<file path="config.mk">
export PLATFORM = sky130hd
export DESIGN_NAME = present_decrypt_core
export DESIGN_NICKNAME = d
export VERILOG_FILES = /design/src/rtl/present_decrypt_core.sv
export SDC_FILE = /design/constraint.sdc
export NUM_CORES = 1
export LEC_CHECK = 0
export ABC_AREA = 1
export CAP_MARGIN = 20
export CELL_PAD_IN_SITES_DETAIL_PLACEMENT = 2
export CELL_PAD_IN_SITES_GLOBAL_PLACEMENT = 2
export CORE_MARGIN = 5
export CORE_UTILIZATION = 33
export CTS_CLUSTER_DIAMETER = 80
export CTS_CLUSTER_SIZE = 25
export DETAILED_ROUTE_END_ITERATION = 10
export PLACE_DENSITY_LB_ADDON = 0.1
export SYNTH_ARGS = -nofsm -noshare
export SYNTH_HDL_FRONTEND = slang
export SYNTH_SLANG_ARGS = --single-unit
export TNS_END_PERCENT = 20
</file>
<file path="constraint.sdc">
create_clock -name sys_clk -period 4.15 [get_ports sys_clk]
set_input_delay 0.415 -clock sys_clk [delete_from_list [all_inputs] [get_ports sys_clk]]
set_output_delay 0.415 -clock sys_clk [all_outputs]
set_load 0.02 [all_outputs]
</file>
<file path="src/rtl/present_decrypt_core.sv">
// present_decrypt_core
//   Iterative PRESENT-80 decryption. The core expands the user key forward
//   to the last round key, whitens the ciphertext, and then removes one
//   round per clock. While doing so it walks the key schedule backwards.
// Ports
//   sys_clk    : clock, all state changes on the rising edge
//   sys_rst    : synchronous active-low reset
//   in_valid   : ciphertext/key offered
//   in_ready   : core idle and able to take a job (registered)
//   in_cipher  : 64-bit ciphertext, sampled only at the input handshake
//   in_key     : 80-bit user key, sampled only at the input handshake
//   out_valid  : out_plain holds a result (registered)
//   out_ready  : consumer takes the result
//   out_plain  : 64-bit recovered plaintext (registered)
//   busy       : key expansion or decryption in progress (registered)
module present_decrypt_core #(
  parameter int ROUNDS = 31
) (
  input  logic        sys_clk,
  input  logic        sys_rst,
  input  logic        in_valid,
  output logic        in_ready,
  input  logic [63:0] in_cipher,
  input  logic [79:0] in_key,
  output logic        out_valid,
  input  logic        out_ready,
  output logic [63:0] out_plain,
  output logic        busy
);

  localparam logic [4:0] LAST_RC = 5'(ROUNDS);

  typedef enum logic [1:0] {
    IDLE    = 2'd0,
    KEYEXP  = 2'd1,
    DECRYPT = 2'd2,
    DONE    = 2'd3
  } state_t;

  state_t      state_r, state_nxt_s;
  logic [63:0] st_r, st_nxt_s;
  logic [79:0] k_r, k_nxt_s;
  logic [4:0]  rc_r, rc_nxt_s;
  logic [63:0] out_plain_r, plain_nxt_s;
  logic        out_valid_r, valid_nxt_s;
  logic        in_ready_r, ready_nxt_s;
  logic        busy_r, busy_nxt_s;
  logic        handshake_s;
  logic [79:0] k_fwd_s, k_inv_s;
  logic [63:0] st_dec_s;

  function automatic logic [3:0] sbox(input logic [3:0] x);
    logic [3:0] y;
    case (x)
      4'h0: y = 4'hC;  4'h1: y = 4'h5;  4'h2: y = 4'h6;  4'h3: y = 4'hB;
      4'h4: y = 4'h9;  4'h5: y = 4'h0;  4'h6: y = 4'hA;  4'h7: y = 4'hD;
      4'h8: y = 4'h3;  4'h9: y = 4'hE;  4'hA: y = 4'hF;  4'hB: y = 4'h8;
      4'hC: y = 4'h4;  4'hD: y = 4'h7;  4'hE: y = 4'h1;  4'hF: y = 4'h2;
      default: y = 4'h0;
    endcase
    return y;
  endfunction

  function automatic logic [3:0] sbox_inv(input logic [3:0] x);
    logic [3:0] y;
    case (x)
      4'h0: y = 4'h5;  4'h1: y = 4'hE;  4'h2: y = 4'hF;  4'h3: y = 4'h8;
      4'h4: y = 4'hC;  4'h5: y = 4'h1;  4'h6: y = 4'h2;  4'h7: y = 4'hD;
      4'h8: y = 4'hB;  4'h9: y = 4'h4;  4'hA: y = 4'h6;  4'hB: y = 4'h3;
      4'hC: y = 4'h0;  4'hD: y = 4'h7;  4'hE: y = 4'h9;  4'hF: y = 4'hA;
      default: y = 4'h0;
    endcase
    return y;
  endfunction

  function automatic logic [63:0] sinv_layer(input logic [63:0] x);
    logic [63:0] y;
    y = 64'd0;
    for (int n = 0; n < 16; n++) y[4*n +: 4] = sbox_inv(x[4*n +: 4]);
    return y;
  endfunction

  // Forward permutation sends bit i to 16*i mod 63, so the inverse gathers from there.
  function automatic logic [63:0] pinv(input logic [63:0] x);
    logic [63:0] y;
    y = 64'd0;
    for (int i = 0; i < 63; i++) y[i] = x[(16 * i) % 63];
    y[63] = x[63];
    return y;
  endfunction

  function automatic logic [79:0] fwd_key(input logic [79:0] k, input logic [4:0] i);
    logic [79:0] r;
    r = {k[18:0], k[79:19]};
    r[79:76] = sbox(r[79:76]);
    r[19:15] = r[19:15] ^ i;
    return r;
  endfunction

  function automatic logic [79:0] inv_key(input logic [79:0] k, input logic [4:0] i);
    logic [79:0] r;
    r = k;
    r[19:15] = r[19:15] ^ i;
    r[79:76] = sbox_inv(r[79:76]);
    return {r[60:0], r[79:61]};
  endfunction

  assign handshake_s = in_valid & in_ready_r;
  assign k_fwd_s     = fwd_key(k_r, rc_r);
  assign k_inv_s     = inv_key(k_r, rc_r);
  assign st_dec_s    = sinv_layer(pinv(st_r)) ^ k_inv_s[79:16];

  assign in_ready  = in_ready_r;
  assign out_valid = out_valid_r;
  assign out_plain = out_plain_r;
  assign busy      = busy_r;

  // FSM state register
  always_ff @(posedge sys_clk) begin
    if (!sys_rst) begin
      state_r <= IDLE;
    end else begin
      state_r <= state_nxt_s;
    end
  end

  // FSM next-state logic
  always_comb begin
    state_nxt_s = state_r;
    case (state_r)
      IDLE: begin
        if (handshake_s) state_nxt_s = KEYEXP;
        else             state_nxt_s = IDLE;
      end
      KEYEXP: begin
        if (rc_r == LAST_RC) state_nxt_s = DECRYPT;
        else                 state_nxt_s = KEYEXP;
      end
      DECRYPT: begin
        if (rc_r == 5'd1) state_nxt_s = DONE;
        else              state_nxt_s = DECRYPT;
      end
      DONE: begin
        if (out_ready) state_nxt_s = IDLE;
        else           state_nxt_s = DONE;
      end
      default: state_nxt_s = IDLE;
    endcase
  end

  // Datapath and registered-output next values
  always_comb begin
    st_nxt_s    = st_r;
    k_nxt_s     = k_r;
    rc_nxt_s    = rc_r;
    plain_nxt_s = out_plain_r;
    valid_nxt_s = out_valid_r;
    case (state_r)
      IDLE: begin
        if (handshake_s) begin
          st_nxt_s = in_cipher;
          k_nxt_s  = in_key;
          rc_nxt_s = 5'd1;
        end else begin
          rc_nxt_s = rc_r;
        end
      end
      KEYEXP: begin
        k_nxt_s = k_fwd_s;
        if (rc_r == LAST_RC) begin
          // Whitening with the final round key, produced in this same cycle.
          st_nxt_s = st_r ^ k_fwd_s[79:16];
          rc_nxt_s = LAST_RC;
        end else begin
          rc_nxt_s = rc_r + 5'd1;
        end
      end
      DECRYPT: begin
        st_nxt_s = st_dec_s;
        k_nxt_s  = k_inv_s;
        rc_nxt_s = rc_r - 5'd1;
        if (rc_r == 5'd1) begin
          plain_nxt_s = st_dec_s;
          valid_nxt_s = 1'b1;
        end else begin
          valid_nxt_s = 1'b0;
        end
      end
      DONE: begin
        if (out_ready) valid_nxt_s = 1'b0;
        else           valid_nxt_s = 1'b1;
      end
      default: begin
        valid_nxt_s = 1'b0;
      end
    endcase
    ready_nxt_s = (state_nxt_s == IDLE);
    busy_nxt_s  = (state_nxt_s == KEYEXP) || (state_nxt_s == DECRYPT);
  end

  // Datapath and output registers
  always_ff @(posedge sys_clk) begin
    if (!sys_rst) begin
      st_r        <= 64'd0;
      k_r         <= 80'd0;
      rc_r        <= 5'd0;
      out_plain_r <= 64'd0;
      out_valid_r <= 1'b0;
      in_ready_r  <= 1'b0;
      busy_r      <= 1'b0;
    end else begin
      st_r        <= st_nxt_s;
      k_r         <= k_nxt_s;
      rc_r        <= rc_nxt_s;
      out_plain_r <= plain_nxt_s;
      out_valid_r <= valid_nxt_s;
      in_ready_r  <= ready_nxt_s;
      busy_r      <= busy_nxt_s;
    end
  end

endmodule
</file>
==> results summary <==
The final number of hold-violating endpoints is 0. The flow ran to the end, and the final reports show no timing, DRC or antenna violations. The number of antenna violations at the first check in global routing is 6.

The area enclosed by the die boundary is 59200 um^2. The post-synthesis net count is 3086. The total overflow left after global routing is 0. The number of placed I/O pins came out at 215.

In the final layout, the share of cells above drive strength 1 is 0.0707. At the pin with the least slew margin, the transition time is 875 ps. Clock tree synthesis selected as its root buffer the cell sky130_fd_sc_hd__clkbuf_16. The signal on the critical path passes through inv_1 > ha_4 > buf_4 > o211ai_1 > o21a_1 > nor2_1 > inv_1 > ha_1 > nand3b_1 > nand3_1 > nand2_1. The area of the core is 53800 um^2.

Of the available clock period, the critical path in the final layout requires 0.816. The setup path with the least slack is of type flop to flop. The total number of yosys warnings came out at 0. Data arrives at the worst endpoint at 3880 ps. Across the VDD grid, the largest voltage drop is 0.291 mV. The routed design could run at a clock period as short as 3390 ps. The post-cts hold buffer count is 0. The routed length per instance came out at 24.8 um. The required time at the worst-slack endpoint is 4640 ps.

The quantity of gates resized following cts is 0. The total non-filler cell area in the finished layout came out at 21900 um^2. The class of the tightest hold or removal check is input port to flop.

The analysis attributes to cell leakage a power of 10.2 nW. The number of register bits inferred by synthesis is 290. The count of cell types in the netlist came out at 35. In this run the core area contains 85 standard-cell rows. TritonCTS built the clock tree. The summed negative setup slack over all endpoints is 0 ps. The type of origin of the critical path is a flop.

The worst slack on hold paths is 150 ps. Clock skew on the completed layout was measured at 25.7 ps. The total vias in the final route is 20.0k. The number of clock sinks is 290. The average cell area after synthesis is 6.37 um^2. The number of buffer and inverter stages on the critical path came out at 3. The largest net degree at the start of global routing is 80.

In this run the vertical extent of the chip is 243 um. The worst setup path is captured at a flop. The most common cell type on the critical path is sky130_fd_sc_hd__inv_1. The longest individual stage delay on the worst path came out at 740 ps. The via count of the first global-routing pass came out at 21.2k. On the critical path the largest part of the delay comes from adder cells. The width of the die came out at 243 um. The initial utilization of the core area, before any placement, comes to 0.334. The first global-routing pass estimated 135000 um of wire. The count of pins over their slew limit came to 0.

Setup repair after global routing left no endpoint under its margin. The setup violation total in the final timing report is 0. The latest clock arrival within the worst-skew pair came out at 610 ps.

The first detailed-routing pass ran for 5 iterations. Post-CTS timing repair inserted 0 buffers for setup. The remaining antenna violation count came out at 0.

Max-cap violations in this run came to 0. The signed area change from the synthesized netlist to the final layout came out at 22.2%. The synthesized cell area came out at 18000 um^2.

At the end of routability-driven placement, the weighted congestion stood at 0.886. The share of the Yosys chip area taken by registers is 0.323. Along the worst path, the maximum fanout reaches 50. The clock-pin slew reported for the worst setup and hold paths after clock tree synthesis came out at 80 ps. In the layout the commonest cells are 882 x sky130_fd_sc_hd__nand2_1, 290 x sky130_fd_sc_hd__dfxtp_1, 268 x sky130_fd_sc_hd__inv_1, 267 x sky130_fd_sc_hd__a21oi_1, 239 x sky130_fd_sc_hd__o21ai_0.

In this run the tightest slew margin relative to its limit is 0.417. Dividing the detail-routed via count by the number of cells gives 5.41. The cell area power density came out at 380 nW/um^2. The H-tree depth is 1. The first-iteration detailed-routing DRC count is 1275. In the global route stage, overall resource usage came out at 0.296.

The placed instances occupy a cell area of 20900 um^2. Based on the critical path, the design can be clocked at up to 295 MHz. The leading cell type in the layout, fill and taps excluded is sky130_fd_sc_hd__nand2_1.

The filler cell count in the final layout came out at 6531. The total half-perimeter wirelength after legalization and detailed placement is 69300 um. The final routed wirelength across all metal layers is 91900 um. The post-layout net count came out at 3243. The number of remaining DRC errors is 0.

The number of CTS-inserted buffers came out at 28. In this run the deepest clock path goes through 3 buffers. The largest individual stage delay along the critical path comes from the cell sky130_fd_sc_hd__ha_4. Buffers placed on the I/O ports in this run total 214. The number of standard cells after synthesis is 2821.
## routing by layer
metal	vias to the layer above	track usage	wire [um]
li1	9307	-	-
met1	10100	0.385	40600
met2	465	0.514	44000
met3	122	0.0465	4460
met4	8	0.0788	2770
met5	-	0	59
## final timing paths
check,from,to,slack (ps),depth (start not counted)
worst max-delay path,state_r[0],flop,760,11
worst min-delay path,sys_rst,out_plain[57],150,3
worst max register to register,state_r[0],flop,760,11
worst min register to register,out_plain[25],out_plain[25],470,2
## cell type report
class	count	area (um^2)	share of cell area
Antenna cell	2	5.00	0.000228
Multi-Input combinational cell	2102	10500	0.478
Clock inverter	21	303	0.0138
Clock buffer	31	743	0.0339
Sequential cell	290	5810	0.265
Tap cell	696	871	0.0397
Timing Repair Buffer	265	2620	0.120
Inverter	291	1090	0.0499
## cell usage after synthesis
| master | n | area share |
|---|---|---|
| sky130_fd_sc_hd__nand2_1 | 883 | 0.18 |
| sky130_fd_sc_hd__dfxtp_1 | 290 | 0.32 |
| sky130_fd_sc_hd__inv_1 | 272 | 0.057 |
| sky130_fd_sc_hd__a21oi_1 | 267 | 0.074 |
| sky130_fd_sc_hd__o21ai_0 | 239 | 0.067 |
| sky130_fd_sc_hd__nor2_1 | 224 | 0.047 |
| sky130_fd_sc_hd__nand3_1 | 208 | 0.058 |
| sky130_fd_sc_hd__ha_1 | 117 | 0.082 |
| sky130_fd_sc_hd__clkbuf_1 | 80 | 0.017 |
| sky130_fd_sc_hd__or2_2 | 50 | 0.017 |
| sky130_fd_sc_hd__buf_2 | 41 | 0.011 |
| sky130_fd_sc_hd__xor2_1 | 31 | 0.015 |
| sky130_fd_sc_hd__a21oi_2 | 22 | 0.011 |
| sky130_fd_sc_hd__inv_2 | 18 | 0.0038 |
| sky130_fd_sc_hd__o221ai_1 | 14 | 0.0068 |
| sky130_fd_sc_hd__buf_1 | 10 | 0.0021 |
| sky130_fd_sc_hd__nand2_2 | 8 | 0.0028 |
| sky130_fd_sc_hd__o211ai_1 | 8 | 0.0033 |
| sky130_fd_sc_hd__nand3b_1 | 7 | 0.0029 |
| sky130_fd_sc_hd__buf_4 | 6 | 0.0025 |
| sky130_fd_sc_hd__a221o_1 | 5 | 0.0028 |
| sky130_fd_sc_hd__xnor2_1 | 4 | 0.0020 |
| sky130_fd_sc_hd__a31oi_1 | 3 | 0.0010 |
| sky130_fd_sc_hd__a21boi_0 | 2 | 0.00084 |
| sky130_fd_sc_hd__o21ai_1 | 2 | 0.00056 |
| sky130_fd_sc_hd__a211o_1 | 1 | 0.00049 |
| sky130_fd_sc_hd__a21o_1 | 1 | 0.00042 |
| sky130_fd_sc_hd__a21oi_4 | 1 | 0.00091 |
| sky130_fd_sc_hd__a31o_2 | 1 | 0.00049 |
| sky130_fd_sc_hd__buf_6 | 1 | 0.00063 |
| sky130_fd_sc_hd__clkinv_1 | 1 | 0.00021 |
| sky130_fd_sc_hd__nand4_1 | 1 | 0.00035 |
| sky130_fd_sc_hd__nand4_2 | 1 | 0.00070 |
| sky130_fd_sc_hd__o21a_1 | 1 | 0.00042 |
| sky130_fd_sc_hd__o311ai_0 | 1 | 0.00049 |
## power by group
part | internal (mW) | switching (mW) | total [mW]
logic | 0.652 | 1.30 | 1.95
registers | 3.06 | 0.325 | 3.39
clock network | 1.51 | 1.48 | 2.99
total | 5.23 | 3.11 | 8.33
## worst min-delay path, cell delays in order
cell and delay [ps]:
sky130_fd_sc_hd__buf_4 140, sky130_fd_sc_hd__o21ai_0 100, sky130_fd_sc_hd__nor2_1 50
## per-stage QoR
stage / util / power (mW) / std cells / setup WS (ps)
2_1_floorplan: - / 4.45 / 2821 / 1520
3_3_place_gp: 0.388 / 5.27 / 3644 / 688
3_5_place_dp: 0.388 / 5.37 / 3644 / 729
4_1_cts: 0.408 / 8.38 / 3696 / 797
5_1_grt: 0.408 / 8.71 / 3697 / 568
6_report: 0.408 / 8.33 / 3698 / 762
## kinds of logic after synthesis
kind of cell	Yosys count	share of synthesized area
buffers and inverters	429	0.0942
XOR/XNOR	35	0.0171
AND/OR/NAND/NOR	1382	0.314
AO/OA/AOI/OAI	568	0.170
flip-flops	290	0.323
adder cells (fa/ha/maj)	117	0.0815
Power figures use the tool's default switching activity.
